`config.mk`:
```
export PLATFORM = sky130hd
export DESIGN_NAME = lsu_bus_adapter_flat
export DESIGN_NICKNAME = d
export VERILOG_FILES = /design/src/rtl/lsu_pkg.sv /design/src/rtl/lsu_bus_adapter_if.sv /design/src/rtl/lsu_data_align.sv /design/src/rtl/lsu_bus_adapter.sv /design/src/flat_wrapper.sv
export SDC_FILE = /design/constraint.sdc
export NUM_CORES = 1
export LEC_CHECK = 0
export BUFFER_PORTS_ARGS = -buffer_cell sky130_fd_sc_hd__buf_4
export CAP_MARGIN = 40
export CORE_UTILIZATION = 45
export DETAILED_ROUTE_END_ITERATION = 12
export PLACE_DENSITY = 0.81
export SLEW_MARGIN = 40
export SYNTH_ARGS = -nofsm -noshare
export SYNTH_HDL_FRONTEND = slang
export SYNTH_SLANG_ARGS = --single-unit
export TNS_END_PERCENT = 100
```
`constraint.sdc`:
```
create_clock -name clk -period 2 [get_ports clk]
set_clock_uncertainty 0.05 [all_clocks]
set_input_delay 0.2 -clock clk [delete_from_list [all_inputs] [get_ports clk]]
set_output_delay 0.2 -clock clk [all_outputs]
set_load 0.005 [all_outputs]
```
`src/rtl/lsu_pkg.sv`:
```
// Shared types and funct3 encodings for the load/store bus adapter.
package lsu_pkg;

  typedef enum logic [1:0] {
    IDLE = 2'd0,
    REQ  = 2'd1,
    WAIT = 2'd2,
    DONE = 2'd3
  } lsu_state_e;

  localparam logic [2:0] F3_B  = 3'b000;
  localparam logic [2:0] F3_H  = 3'b001;
  localparam logic [2:0] F3_W  = 3'b010;
  localparam logic [2:0] F3_BU = 3'b100;
  localparam logic [2:0] F3_HU = 3'b101;

endpackage

```
`src/rtl/lsu_bus_adapter_if.sv`:
```
// Word-aligned valid/ready memory bus between the LSU (master) and memory (slave).
interface lsu_bus_adapter_if;
  logic        bus_req_valid;
  logic        bus_req_ready;
  logic        bus_we;
  logic [31:0] bus_addr;
  logic [3:0]  bus_be;
  logic [31:0] bus_wdata;
  logic        bus_rsp_valid;
  logic [31:0] bus_rdata;

  modport master (
    output bus_req_valid, bus_we, bus_addr, bus_be, bus_wdata,
    input  bus_req_ready, bus_rsp_valid, bus_rdata
  );

  modport slave (
    input  bus_req_valid, bus_we, bus_addr, bus_be, bus_wdata,
    output bus_req_ready, bus_rsp_valid, bus_rdata
  );
endinterface

```
`src/rtl/lsu_data_align.sv`:
```
// Combinational lane logic: store byte enables/replication/legality and load lane extraction.
module lsu_data_align
  import lsu_pkg::*;
(
  input  logic        i_st_write,
  input  logic [2:0]  i_st_f3,
  input  logic [1:0]  i_st_addr_lo,
  input  logic [31:0] i_wdata,
  output logic [3:0]  o_be,
  output logic [31:0] o_wdata,
  output logic        o_misaligned,
  output logic        o_illegal,
  input  logic [2:0]  i_ld_f3,
  input  logic [1:0]  i_ld_addr_lo,
  input  logic [31:0] i_rdata,
  output logic [31:0] o_rdata
);

  logic [31:0] w_lane;

  always_comb begin
    o_be         = 4'b0000;
    o_wdata      = i_wdata;
    o_misaligned = 1'b0;
    o_illegal    = 1'b0;
    case (i_st_f3)
      F3_B, F3_BU: begin
        o_be    = 4'b0001 << i_st_addr_lo;
        o_wdata = {4{i_wdata[7:0]}};
      end
      F3_H, F3_HU: begin
        o_be         = 4'b0011 << i_st_addr_lo;
        o_wdata      = {2{i_wdata[15:0]}};
        o_misaligned = i_st_addr_lo[0];
      end
      F3_W: begin
        o_be         = 4'b1111;
        o_misaligned = |i_st_addr_lo;
      end
      default: o_illegal = 1'b1;
    endcase
    // Unsigned variants exist only for loads.
    if (i_st_write && (i_st_f3 == F3_BU || i_st_f3 == F3_HU))
      o_illegal = 1'b1;
  end

  assign w_lane = i_rdata >> {i_ld_addr_lo, 3'b000};

  always_comb begin
    o_rdata = i_rdata;
    case (i_ld_f3)
      F3_B:    o_rdata = {{24{w_lane[7]}}, w_lane[7:0]};
      F3_BU:   o_rdata = {24'd0, w_lane[7:0]};
      F3_H:    o_rdata = {{16{w_lane[15]}}, w_lane[15:0]};
      F3_HU:   o_rdata = {16'd0, w_lane[15:0]};
      default: o_rdata = i_rdata;
    endcase
  end

endmodule

```
`src/rtl/lsu_bus_adapter.sv`:
```
// Load/store unit: turns a core memory request into one valid/ready bus access and stalls the core until done.
module lsu_bus_adapter
  import lsu_pkg::*;
#(
  parameter int TIMEOUT_CYCLES = 64,
  parameter int TO_W           = 7
) (
  input  logic        clk,
  input  logic        rst_n,
  input  logic        i_req_valid,
  input  logic        i_req_write,
  input  logic [2:0]  i_req_funct3,
  input  logic [31:0] i_req_addr,
  input  logic [31:0] i_req_wdata,
  output logic        o_stall,
  output logic        o_rsp_valid,
  output logic [31:0] o_rsp_rdata,
  output logic        o_rsp_err,
  lsu_bus_adapter_if.master bus
);

  localparam logic [TO_W-1:0] TO_LAST = TO_W'(TIMEOUT_CYCLES - 1);

  lsu_state_e    r_state;
  logic [TO_W-1:0] r_cnt;
  logic          r_rsp_valid;
  logic          r_rsp_err;
  logic [31:0]   r_rsp_rdata;
  logic          r_bus_req_valid;
  logic          r_bus_we;
  logic [31:0]   r_bus_addr;
  logic [3:0]    r_bus_be;
  logic [31:0]   r_bus_wdata;
  logic [2:0]    r_ld_f3;
  logic [1:0]    r_ld_lo;

  logic [3:0]    w_be;
  logic [31:0]   w_wdata;
  logic          w_misaligned;
  logic          w_illegal;
  logic [31:0]   w_ld_rdata;

  lsu_data_align u_align (
    .i_st_write   (i_req_write),
    .i_st_f3      (i_req_funct3),
    .i_st_addr_lo (i_req_addr[1:0]),
    .i_wdata      (i_req_wdata),
    .o_be         (w_be),
    .o_wdata      (w_wdata),
    .o_misaligned (w_misaligned),
    .o_illegal    (w_illegal),
    .i_ld_f3      (r_ld_f3),
    .i_ld_addr_lo (r_ld_lo),
    .i_rdata      (bus.bus_rdata),
    .o_rdata      (w_ld_rdata)
  );

  always_ff @(posedge clk or negedge rst_n) begin
    if (!rst_n) begin
      r_state         <= IDLE;
      r_cnt           <= '0;
      r_rsp_valid     <= 1'b0;
      r_rsp_err       <= 1'b0;
      r_rsp_rdata     <= '0;
      r_bus_req_valid <= 1'b0;
      r_bus_we        <= 1'b0;
      r_bus_addr      <= '0;
      r_bus_be        <= '0;
      r_bus_wdata     <= '0;
      r_ld_f3         <= '0;
      r_ld_lo         <= '0;
    end else begin
      r_rsp_valid <= 1'b0;
      case (r_state)
        IDLE: begin
          if (i_req_valid) begin
            if (w_illegal || w_misaligned) begin
              r_rsp_valid <= 1'b1;
              r_rsp_err   <= 1'b1;
              r_rsp_rdata <= '0;
              r_state     <= DONE;
            end else begin
              r_bus_req_valid <= 1'b1;
              r_bus_we        <= i_req_write;
              r_bus_addr      <= {i_req_addr[31:2], 2'b00};
              r_bus_be        <= w_be;
              r_bus_wdata     <= w_wdata;
              r_ld_f3         <= i_req_funct3;
              r_ld_lo         <= i_req_addr[1:0];
              r_state         <= REQ;
            end
          end
        end
        REQ: begin
          if (bus.bus_req_ready) begin
            r_bus_req_valid <= 1'b0;
            r_cnt           <= '0;
            r_state         <= WAIT;
          end
        end
        WAIT: begin
          // A response on the final timeout cycle still completes cleanly.
          if (bus.bus_rsp_valid) begin
            r_rsp_valid <= 1'b1;
            r_rsp_err   <= 1'b0;
            r_rsp_rdata <= r_bus_we ? 32'd0 : w_ld_rdata;
            r_state     <= DONE;
          end else if (r_cnt == TO_LAST) begin
            r_rsp_valid <= 1'b1;
            r_rsp_err   <= 1'b1;
            r_rsp_rdata <= '0;
            r_state     <= DONE;
          end else begin
            r_cnt <= r_cnt + 1'b1;
          end
        end
        DONE: begin
          r_rsp_err   <= 1'b0;
          r_rsp_rdata <= '0;
          r_state     <= IDLE;
        end
        default: r_state <= IDLE;
      endcase
    end
  end

  // The issue-cycle stall must be combinational so the core holds PC on that very edge.
  assign o_stall = (r_state == IDLE) ? i_req_valid
                                     : (r_state == REQ || r_state == WAIT);

  assign o_rsp_valid = r_rsp_valid;
  assign o_rsp_err   = r_rsp_err;
  assign o_rsp_rdata = r_rsp_rdata;

  assign bus.bus_req_valid = r_bus_req_valid;
  assign bus.bus_we        = r_bus_we;
  assign bus.bus_addr      = r_bus_addr;
  assign bus.bus_be        = r_bus_be;
  assign bus.bus_wdata     = r_bus_wdata;

endmodule
```
`src/flat_wrapper.sv`:
```
// flat-port wrapper written by rule: the top's interface ports become plain ports
module lsu_bus_adapter_flat import lsu_pkg::*;
#(
  parameter int TIMEOUT_CYCLES = 64,
  parameter int TO_W           = 7
)
  (clk, rst_n, i_req_valid, i_req_write, i_req_funct3, i_req_addr, i_req_wdata, o_stall, o_rsp_valid, o_rsp_rdata, o_rsp_err, bus_bus_req_valid, bus_bus_we, bus_bus_addr, bus_bus_be, bus_bus_wdata, bus_bus_req_ready, bus_bus_rsp_valid, bus_bus_rdata);
  lsu_bus_adapter_if bus_i ();
  input  logic clk;
  input  logic rst_n;
  input  logic i_req_valid;
  input  logic i_req_write;
  input  logic [2:0] i_req_funct3;
  input  logic [31:0] i_req_addr;
  input  logic [31:0] i_req_wdata;
  output logic o_stall;
  output logic o_rsp_valid;
  output logic [31:0] o_rsp_rdata;
  output logic o_rsp_err;
  output wire logic [$bits(bus_i.bus_req_valid)-1:0] bus_bus_req_valid;
  output wire logic [$bits(bus_i.bus_we)-1:0] bus_bus_we;
  output wire logic [$bits(bus_i.bus_addr)-1:0] bus_bus_addr;
  output wire logic [$bits(bus_i.bus_be)-1:0] bus_bus_be;
  output wire logic [$bits(bus_i.bus_wdata)-1:0] bus_bus_wdata;
  input wire logic [$bits(bus_i.bus_req_ready)-1:0] bus_bus_req_ready;
  input wire logic [$bits(bus_i.bus_rsp_valid)-1:0] bus_bus_rsp_valid;
  input wire logic [$bits(bus_i.bus_rdata)-1:0] bus_bus_rdata;
  assign bus_bus_req_valid = bus_i.bus_req_valid;
  assign bus_bus_we = bus_i.bus_we;
  assign bus_bus_addr = bus_i.bus_addr;
  assign bus_bus_be = bus_i.bus_be;
  assign bus_bus_wdata = bus_i.bus_wdata;
  assign bus_i.bus_req_ready = bus_bus_req_ready;
  assign bus_i.bus_rsp_valid = bus_bus_rsp_valid;
  assign bus_i.bus_rdata = bus_bus_rdata;
  lsu_bus_adapter #(.TIMEOUT_CYCLES(TIMEOUT_CYCLES), .TO_W(TO_W)) u_core (.clk(clk), .rst_n(rst_n), .i_req_valid(i_req_valid), .i_req_write(i_req_write), .i_req_funct3(i_req_funct3), .i_req_addr(i_req_addr), .i_req_wdata(i_req_wdata), .o_stall(o_stall), .o_rsp_valid(o_rsp_valid), .o_rsp_rdata(o_rsp_rdata), .o_rsp_err(o_rsp_err), .bus(bus_i));
endmodule
```
==> results of run 1 <==
## sequential cells by signal (all words and copies together) (netlist names)
| name | count |
|---|---|
| u_core.o_rsp_rdata | 32 |
| u_core.o_rsp_err | 1 |
| u_core.r_cnt | 7 |
| u_core.bus.bus_wdata | 32 |
| u_core.r_state | 2 |
| u_core.r_ld_lo | 2 |
| u_core.r_ld_f3 | 3 |
| u_core.bus.bus_addr | 30 |
| u_core.bus.bus_be | 4 |
| u_core.bus.bus_req_valid | 1 |
| u_core.o_rsp_valid | 1 |
| u_core.bus.bus_we | 1 |
## per-stage QoR
stage | TNS (ns) | util (%) | area (µm²) | setup WS (ns)
after floorplan | 0 | - | 5705 | 0.01265
after global placement | -0.8595 | 61.91 | 7530 | -0.05255
after detailed placement | -1.863 | 61.91 | 7530 | -0.1258
final | 0 | 70.99 | 8633 | 0.01898
after global routing | -0.03392 | 70.99 | 8633 | -0.01681
after CTS | 0 | 69.58 | 8462 | 0.01854
## kinds of logic after synthesis
group / after synthesis
AOI/OAI and AO/OA: 125
adders and majority gates: 5
buffers and inverters: 50
DFF: 116
muxes: 94
other: 1
and+or+nand+nor: 131
## final cells by class
class,count,area (µm²)
clock buffer,23,498.0
fill,874,3528
inverter,13,48.80
timing repair buffer,278,2258
tap,168,210.2
multi-input combinational,359,2663
sequential,116,2903
clock inverter,9,52.55
## per-layer routing
| layer | part of all wire, % | track usage (%) | vias to the layer above |
|---|---|---|---|
| met3 | 7.2 | 7.358 | 27 |
| met1 | 39 | 30.82 | 2555 |
| li1 | - | - | 2412 |
| met2 | 52 | 46.38 | 216 |
| met5 | 0 | 0 | - |
| met4 | 1.7 | 10.04 | 0 |
## cells in the final DEF (no fill, tap or decap), types with 2 or more instances in the layout
cell | synthesis | routed
mux2i_1 | 44 | 44
mux2_2 | 49 | 49
buf_12 | 0 | 3
a31oi_1 | 2 | 2
a2bb2oi_1 | 4 | 4
a32o_1 | 18 | 18
nand2b_1 | 33 | 33
inv_1 | 13 | 13
buf_4 | 2 | 234
o221ai_1 | 6 | 6
clkinv_2 | 0 | 6
nor2_1 | 20 | 20
clkbuf_8 | 0 | 5
nor3_1 | 4 | 4
a211o_1 | 2 | 2
nand3b_1 | 2 | 2
o21ai_0 | 35 | 35
conb_1 | 1 | 2
a22o_1 | 6 | 6
a21oi_1 | 30 | 30
clkinvlp_4 | 0 | 3
nand2_2 | 0 | 2
clkbuf_16 | 0 | 19
dfrtp_1 | 116 | 116
nor2b_1 | 12 | 12
a311o_2 | 1 | 2
nand4_1 | 2 | 2
dlygate4sd3_1 | 0 | 38
nand2_1 | 49 | 47
o22ai_1 | 7 | 7
ha_1 | 5 | 5
nand3_1 | 4 | 3
o2bb2ai_1 | 7 | 7
## synth_stat cells, types with 5 or more instances
library cell  number  area, µm²
mux2_2            49      551.8
nor2b_1           12      75.07
clkbuf_1          19      71.32
mux2i_1           44      440.4
a21oi_1           30      150.1
nor2_1            20      75.07
o2bb2ai_1          7      61.31
nand2b_1          33      206.5
o21ai_0           35      175.2
a22o_1             6      52.55
o22ai_1            7      43.79
nand2_1           49      183.9
o221ai_1           6      52.55
inv_1             13      48.80
dfrtp_1          116       2903
buf_2             12      60.06
ha_1               5      62.56
a32o_1            18      180.2
## worst paths after layout
kind	start	endpoint	slack (ns)
worst max register to register	u_core.r_ld_lo[1]	u_core.o_rsp_rdata[28]	0.02
worst min register to register	u_core.bus.bus_wdata[23]	u_core.bus.bus_wdata[23]	0.43
worst max-delay path	i_req_funct3[0]	u_core.bus.bus_addr[24]	0.02
min in group asynchronous	rst_n	u_core.o_rsp_rdata[2]	0.18
max in group asynchronous	rst_n	u_core.bus.bus_addr[30]	1.05
worst min-delay path	i_req_wdata[2]	u_core.bus.bus_wdata[2]	0.02
## worst max-delay path, cell delays in order
cell and delay (ns):
dlygate4sd3_1 0.56, buf_4 0.17, a221oi_2 0.38, buf_4 0.22, o21bai_4 0.14, buf_4 0.17, buf_6 0.13, mux2_2 0.26
## power groups by stage
stage	Sequential, µW	Combinational [µW]	Clock, µW
floorplan	4080	2570	0
global placement	4040	5010	0
detailed placement	4110	5180	0
CTS	4100	5260	2810
global route	4260	5890	2920
finish	4140	5460	2790
## timing repair
item	4_1_cts	5_1_grt
hold buffers	38	0
pin swaps	1	2
gates cloned	0	5
resized for setup	1	10
buffers inserted	0	6
setup endpoints to repair	17	58
hold endpoints to repair	59	0
==> results.toml, run 1 <==
[timing]
worst_hold_slack_ns = 0.01790
worst_pin_slew_ns = 0.5080
slew_violations = 0
fin_crit_ns = 1.981
rsz0062_at_grt = "yes"
setup_violations = 0
relSlewSlack_pct = 66.06
finalCritPeriodShare_pct = 99.05
max_freq_mhz = 504.8
hold_violations = 0

[yosys]
synth_cell_types = 42
synthAdderAreaFrac_pct = 1.097
synth-edff-count = 0
netlist_area_um2 = 5702
synthXorXnorAreaFrac_pct = 0
synth_compound_area_share_pct = 15.01
synth_top_family_by_area = "multiplexers"
synthFlopType = "dfrtp_1"
avgSynthCellArea_um2 = 10.92
yosys_warnings = 0
muxShareOfSynthArea_pct = 17.80
synth-simple-area-share_pct = 11.30
ys_seq_area_share_pct = 50.91
ys_seq_elements = 116
synthArstFlopShare_pct = 100.0
syn_inst = 522

[routing]
ant_nets = 0
viasPerCell = 5.393
drc_errors = 0
drt_iter0_drc = 315
wl_mm = 17.64
drt-pass1-iter-count = 5
num_vias = 5210
wl_per_cell_um = 18.26

[clock_network]
clock_latency_ns = 0.41
cts.sinks = 116
h-tree-depth = 4
clockBufferDepth = 2
cts_root_buf = "clkbuf_16"
clk_pin_slew_ns = 0.05
cts_buffers = 17
cts_tree = "yes"

[placement]
port_buffers = 207
routabilityCongestion = 0.8469
dp_hpwl_mm = 11.58
dp.cells = 885

[power]
p_sw_uw = 4254
total_power_uw = 12390
p_int_uw = 8138
clkPwrFrac_pct = 22.5
peakVddDrop_uv = 820.1
pwr-share-seq_pct = 33.4
swShare_pct = 34.33
cellPowerDensity_nw_per_um2 = 1435
comb_power_share_pct = 44.1
p_leak_uw = 0.004184

[setup_path]
crit_arrival_ns = 2.23
worstSetupPathType = "primary input to register"
critPathCaptureType = "register"
cp_max_fo = 6
required_ns = 2.25
cp-start-kind = "primary input"
reg2reg_depth = 4

[hold_path]
worstHoldPathCells = 2
hold_class = "primary input to register"

[layout]
area_delta_synth_final_pct = 51.42
drive_above_1_share_pct = 41.98
antenna_cells = 0
final_nets = 895
layout.cells.non_filler = 966

[grt]
grt_util_all_layers_pct = 26.48
antenna_found_initial = 0
grt_pass1_vias = 5315
grt_max_degree = 68
grt_pass1_wl_mm = 26.56
overflow = 0

[job]
cap_violations = 0

[floorplan]
fp-row-count = 40
top_level_ports = 210
coreArea_um2 = 12160
start_util_pct = 46.88
die_area_um2 = 13130
fp.dieH_um = 114.6
die_width_um = 114.6

[outcome]
status = "finished, final reports clean"
Power figures use the tool's default switching activity.
==> run 2: changes to the inputs <==
ABC_AREA = 1   (was not set)
PLACE_DENSITY = 0.8   (was 0.81)
==> run 2 against run 1 <==
Against the previous run:
- setup slack gained 0.11 ns
- power grew 3.0%
- die area grew 2.8%
- count of clock-buffer cells in the layout shrank 1
- maximum frequency grew 5.6%
- core utilization shrank 2.2 points
- register-to-register slack gained 0.13 ns
- largest cell class unchanged
- largest power group unchanged
==> results.toml, run 2 <==
[yosys]
yosysMostFrequentCell = "nand2_1"
synthFlopType = "dfrtp_1"
avgSynthCellArea_um2 = 7.809
netlist_area_um2 = 5864
syn_inst = 751
synth_area_leaders = "dfrtp_1 (49%), nand2_1 (19%), o21ai_0 (5.0%)"
synth_top_area_share_pct = 49.50
synthArstFlopShare_pct = 100.0
yosysTopAreaCell = "dfrtp_1"
yosys_warnings = 0
ys_seq_elements = 116
synth_cell_types = 34
synthTopCellsByCount = "nand2_1 (302), dfrtp_1 (116), o21ai_0 (59), inv_1 (49), a21oi_1 (40)"
ys_seq_area_share_pct = 49.50
synth-edff-count = 0

[timing]
hold_violations = 0
max_freq_mhz = 533.1
fin_tns_setup_ns = 0
setup_violations = 0
slew_violations = 0
fin_crit_ns = 1.876
worst_hold_slack_ns = 0.02229
finalCritPeriodShare_pct = 93.80
rsz0062_at_grt = "no"

[setup_path]
required_ns = 1.75
worstSetupPathType = "register to primary output"
crit_arrival_ns = 1.63
crit_chain = "inv_1 > ha_1 > nand2_1 > nand2_1 > buf_4"
cp.buffers_inverters = 2
critPathTopFamily = "flip-flops"
slowest_stage = "dfrtp_1"
cp_max_fo = 4
critPathCaptureType = "primary output"
cp-start-kind = "register"
worst_path_most_repeated_cell = "nand2_1"
slowest_delay_ns = 0.39

[floorplan]
die_width_um = 116.2
coreArea_um2 = 12670
die_area_um2 = 13490
fp-row-count = 41
fp.dieH_um = 116.2
start_util_pct = 46.28
top_level_ports = 210

[grt]
grt_pass1_vias = 5954
overflow = 0
grt_util_all_layers_pct = 29.05
grt_pass1_wl_mm = 29.39
antenna_found_initial = 0
grt_max_degree = 61

[clock_network]
cts_tree = "yes"
cts_buffers = 17
clockBufferDepth = 2
cts_root_buf = "clkbuf_16"
h-tree-depth = 4
cts.sinks = 116
clock_latency_ns = 0.42
clk_pin_slew_ns = 0.05

[power]
cellPowerDensity_nw_per_um2 = 1464
p_leak_uw = 0.004666
peakVddDrop_uv = 796.7

[layout]
layout_commonest_cell = "nand2_1"
antenna_cells = 0
final_nets = 1118
final_cell_mix = "nand2_1 (302), buf_4 (228), dfrtp_1 (116), o21ai_0 (59), inv_1 (49)"
drive_above_1_share_pct = 29.29
fillers = 1006
area_delta_synth_final_pct = 48.71

[routing]
ant_nets = 0
drt_iter0_drc = 549
wl_mm = 18.98
num_vias = 6274
drc_errors = 0
viasPerCell = 5.259
wl_per_cell_um = 15.91
drt-pass1-iter-count = 5

[outcome]
status = "finished, final reports clean"

[job]
cap_violations = 0

[placement]
dp_hpwl_mm = 12.15
routabilityCongestion = 0.9227
port_buffers = 207

[hold_path]
hold_class = "primary input to register"
## run 2: cell count changes after synthesis, moves of 31 or more
cell      delta
nand2_1    +253
mux2_2      -49
mux2i_1     -44
inv_1       +36
nand2b_1    -33
nand3_1     +31
## run 2: area by class of cell
| class | count | area (µm²) | share of cell area, % |
|---|---|---|---|
| Sequential cell | 116 | 2903 | 33.29 |
| Timing Repair Buffer | 277 | 2253 | 25.84 |
| Multi-Input combinational cell | 543 | 2536 | 29.08 |
| Clock inverter | 10 | 127.6 | 1.463 |
| Clock buffer | 22 | 484.2 | 5.552 |
| Inverter | 53 | 201.4 | 2.310 |
| Tap cell | 172 | 215.2 | 2.468 |
## run 2: what timing repair did
action                                  4_1_cts  5_1_grt
hold buffers                                 43        0
endpoints found under the setup margin        6       14
pin swaps                                     0        2
hold endpoints to repair                     74        0
setup buffers                                 1        2
resized for setup                             0        4
## run 2: logic make-up (layout without fill, tap and decap cells)
logic type	Yosys count	after routing	share of synthesized area, %
AO/OA/AOI/OAI	134	134	12.80
XOR/XNOR	2	2	0.2988
adder cells (fa/ha/maj)	5	5	1.067
buffers and inverters	93	362	7.574
flip-flops	116	116	49.50
other	1	2	0.06395
AND/OR/NAND/NOR	400	400	28.70
## run 2: metal layers
layer / GRT usage (%) / part of all wire [%]
met1: 33.88 / 37
met3: 8.563 / 9.9
met4: 13.25 / 2.5
met2: 49.52 / 50
met5: 0 / 0
## run 2: final timing paths
kind | startpoint | end | slack (ns) | cells after the start
max | u_core.r_state[0] | o_stall | 0.12 | 5
min in group asynchronous | rst_n | u_core.r_cnt[1] | 0.25 | 2
max reg2reg | u_core.r_state[0] | u_core.bus.bus_wdata[22] | 0.15 | 7
max in group asynchronous | rst_n | u_core.o_rsp_rdata[15] | 1.01 | 3
min | i_req_wdata[14] | u_core.bus.bus_wdata[14] | 0.02 | 3
min reg2reg | u_core.bus.bus_addr[23] | u_core.bus.bus_addr[23] | 0.42 | 2
## run 2: where the power goes
| part | total [µW] | leakage, µW | switching (µW) | internal, µW |
|---|---|---|---|---|
| Sequential | 4010 | 0.00150 | 664 | 3340 |
| Clock | 3160 | 0.000305 | 1080 | 2070 |
| Combinational | 5600 | 0.00287 | 2970 | 2630 |
| Total | 12800 | 0.00467 | 4720 | 8050 |
## run 2: tightest hold or removal path, stage by stage
cell and delay, ns:
buf_4 0.09, a21oi_1 0.05, o21ai_1 0.11
## run 2: metrics by stage
step	setup WS (ns)	std cells	total power (µW)	utilization (%)	instance area, µm²
final	0.1240	1193	12760	68.83	8721
after global routing	0.01884	1193	13590	68.83	8721
after global placement	0.05003	1115	9115	60.18	7625
after CTS	0.06759	1191	12570	68.56	8687
after detailed placement	-0.02885	1115	9237	60.18	7625
after floorplan	0.2547	752	6768	-	5868
==> run 3: changes to the inputs <==
CELL_PAD_IN_SITES_DETAIL_PLACEMENT = 2   (was not set)
CELL_PAD_IN_SITES_GLOBAL_PLACEMENT = 2   (was not set)
CORE_UTILIZATION = 25   (was 45)
PLACE_DENSITY = 0.81   (was 0.8)
==> run 3 against run 2 <==
Against the previous run:
- combinational power increased by 5.7%
- maximum frequency decreased by 3.0%
- via count decreased by 1.2%
- core utilization decreased by 30 points
- cell count increased by 12%
- power increased by 4.4%
- critical path type unchanged
==> results.toml, run 3 (synthesis results as in run 2) <==
[routing]
ant_nets = 0
num_vias = 6197
drt_iter0_drc = 198
viasPerCell = 4.632
wl_per_cell_um = 18.38
wl_mm = 24.60
drt-pass1-iter-count = 4
drc_errors = 0

[clock_network]
clk_pin_slew_ns = 0.05
cts_root_buf = "clkbuf_16"
cts.sinks = 116
clockBufferDepth = 2
h-tree-depth = 4
cts_buffers = 17
cts_tree = "yes"
clock_latency_ns = 0.42

[floorplan]
die_area_um2 = 24070
coreArea_um2 = 22850
fp.dieH_um = 155.2
start_util_pct = 25.67
die_width_um = 155.2
top_level_ports = 210
fp-row-count = 55

[placement]
place_ws_ns = -0.02835
place_area_um2 = 7844
routabilityCongestion = 0.7950
port_buffers = 207
dp_hpwl_mm = 16.08

[power]
cellPowerDensity_nw_per_um2 = 1485
p_leak_uw = 0.004681
peakVddDrop_uv = 570.2

[layout]
antenna_cells = 0
fillers = 2623
final_cell_mix = "nand2_1 (301), buf_4 (234), dfrtp_1 (116), o21ai_0 (58), inv_1 (49)"
drive_above_1_share_pct = 30.24
final_nets = 1122
area_delta_synth_final_pct = 53.04
fin_area_um2 = 8975
layout_commonest_cell = "nand2_1"

[grt]
grt_pass1_wl_mm = 38.61
grt_pass1_vias = 7157
grt_max_degree = 64
antenna_found_initial = 0
overflow = 0
grt_util_all_layers_pct = 20.95

[setup_path]
required_ns = 1.75
crit_arrival_ns = 1.68
worstSetupPathType = "register to primary output"
cp_max_fo = 4
critPathCaptureType = "primary output"
cp-start-kind = "register"

[timing]
fin_crit_ns = 1.933
setup_ws_ns = 0.06682
slew_violations = 0
rsz0062_at_grt = "yes"
finalCritPeriodShare_pct = 96.66
max_freq_mhz = 517.3
hold_violations = 0
worst_pin_slew_ns = 0.7117
setup_violations = 0
relSlewSlack_pct = 52.55

[hold_path]
hold_class = "primary input to register"

[outcome]
status = "finished, final reports clean"

[job]
cap_violations = 0
==> run 3: repair_timing <==
action | in CTS | in global routing
hold endpoints to repair | 80 | 0
hold buffers | 42 | 0
setup endpoints to repair | 7 | 36
setup buffers | 2 | 2
gates resized for setup | 1 | 10
==> run 3: path summary, 6_finish.rpt <==
check	cells after the start	slack, ns	to	startpoint
setup / recovery	6	0.07	o_stall	u_core.r_state[0]
hold / removal	3	0.01	u_core.r_ld_lo[1]	i_req_addr[1]
setup reg to reg	10	0.15	u_core.o_rsp_rdata[17]	u_core.r_state[0]
hold reg to reg	2	0.43	u_core.bus.bus_addr[26]	u_core.bus.bus_addr[26]
max in group asynchronous	3	0.87	u_core.o_rsp_valid	rst_n
min in group asynchronous	2	0.29	u_core.r_cnt[2]	rst_n
==> run 3: report_power, final <==
part / internal [µW] / switching [µW]
registers: 3340 / 674
clock network: 2130 / 1260
logic: 2630 / 3290
==> run 3: metal layers <==
layer  wire length (µm)  global-route usage (%)
met5                  0                       0
met4                454                   7.166
met3               1540                   5.961
met2              12770                   38.44
met1               9831                   23.00
==> run 3: worst max-delay path, stage by stage (launching register included) <==
cell     delay [ns]
dfrtp_1        0.41
inv_1          0.12
ha_2           0.27
inv_1          0.12
nand2_1        0.11
nand2_1        0.09
buf_4          0.15
==> run 3: cell type report <==
type / instances / area [µm²] / share of cell area [%]
Clock buffer: 18 / 439.2 / 4.893
Multi-Input combinational cell: 543 / 2562 / 28.55
Sequential cell: 116 / 2903 / 32.34
Inverter: 53 / 201.4 / 2.245
Tap cell: 313 / 391.6 / 4.364
Clock inverter: 14 / 200.2 / 2.231
Timing Repair Buffer: 281 / 2277 / 25.37
==> run 3: metrics by stage <==
stage	std cells	util [%]	power, µW	hold slack (ns)	TNS, ns
after global routing	1338	39.28	14230	0.03503	-0.03581
after floorplan	752	-	6768	-0.1456	0
final	1338	39.28	13330	0.01131	0
after detailed placement	1260	34.33	9657	0.2093	-0.1057
after global placement	1260	34.33	9400	0.2062	0
after CTS	1336	39.05	13310	0.006141	0
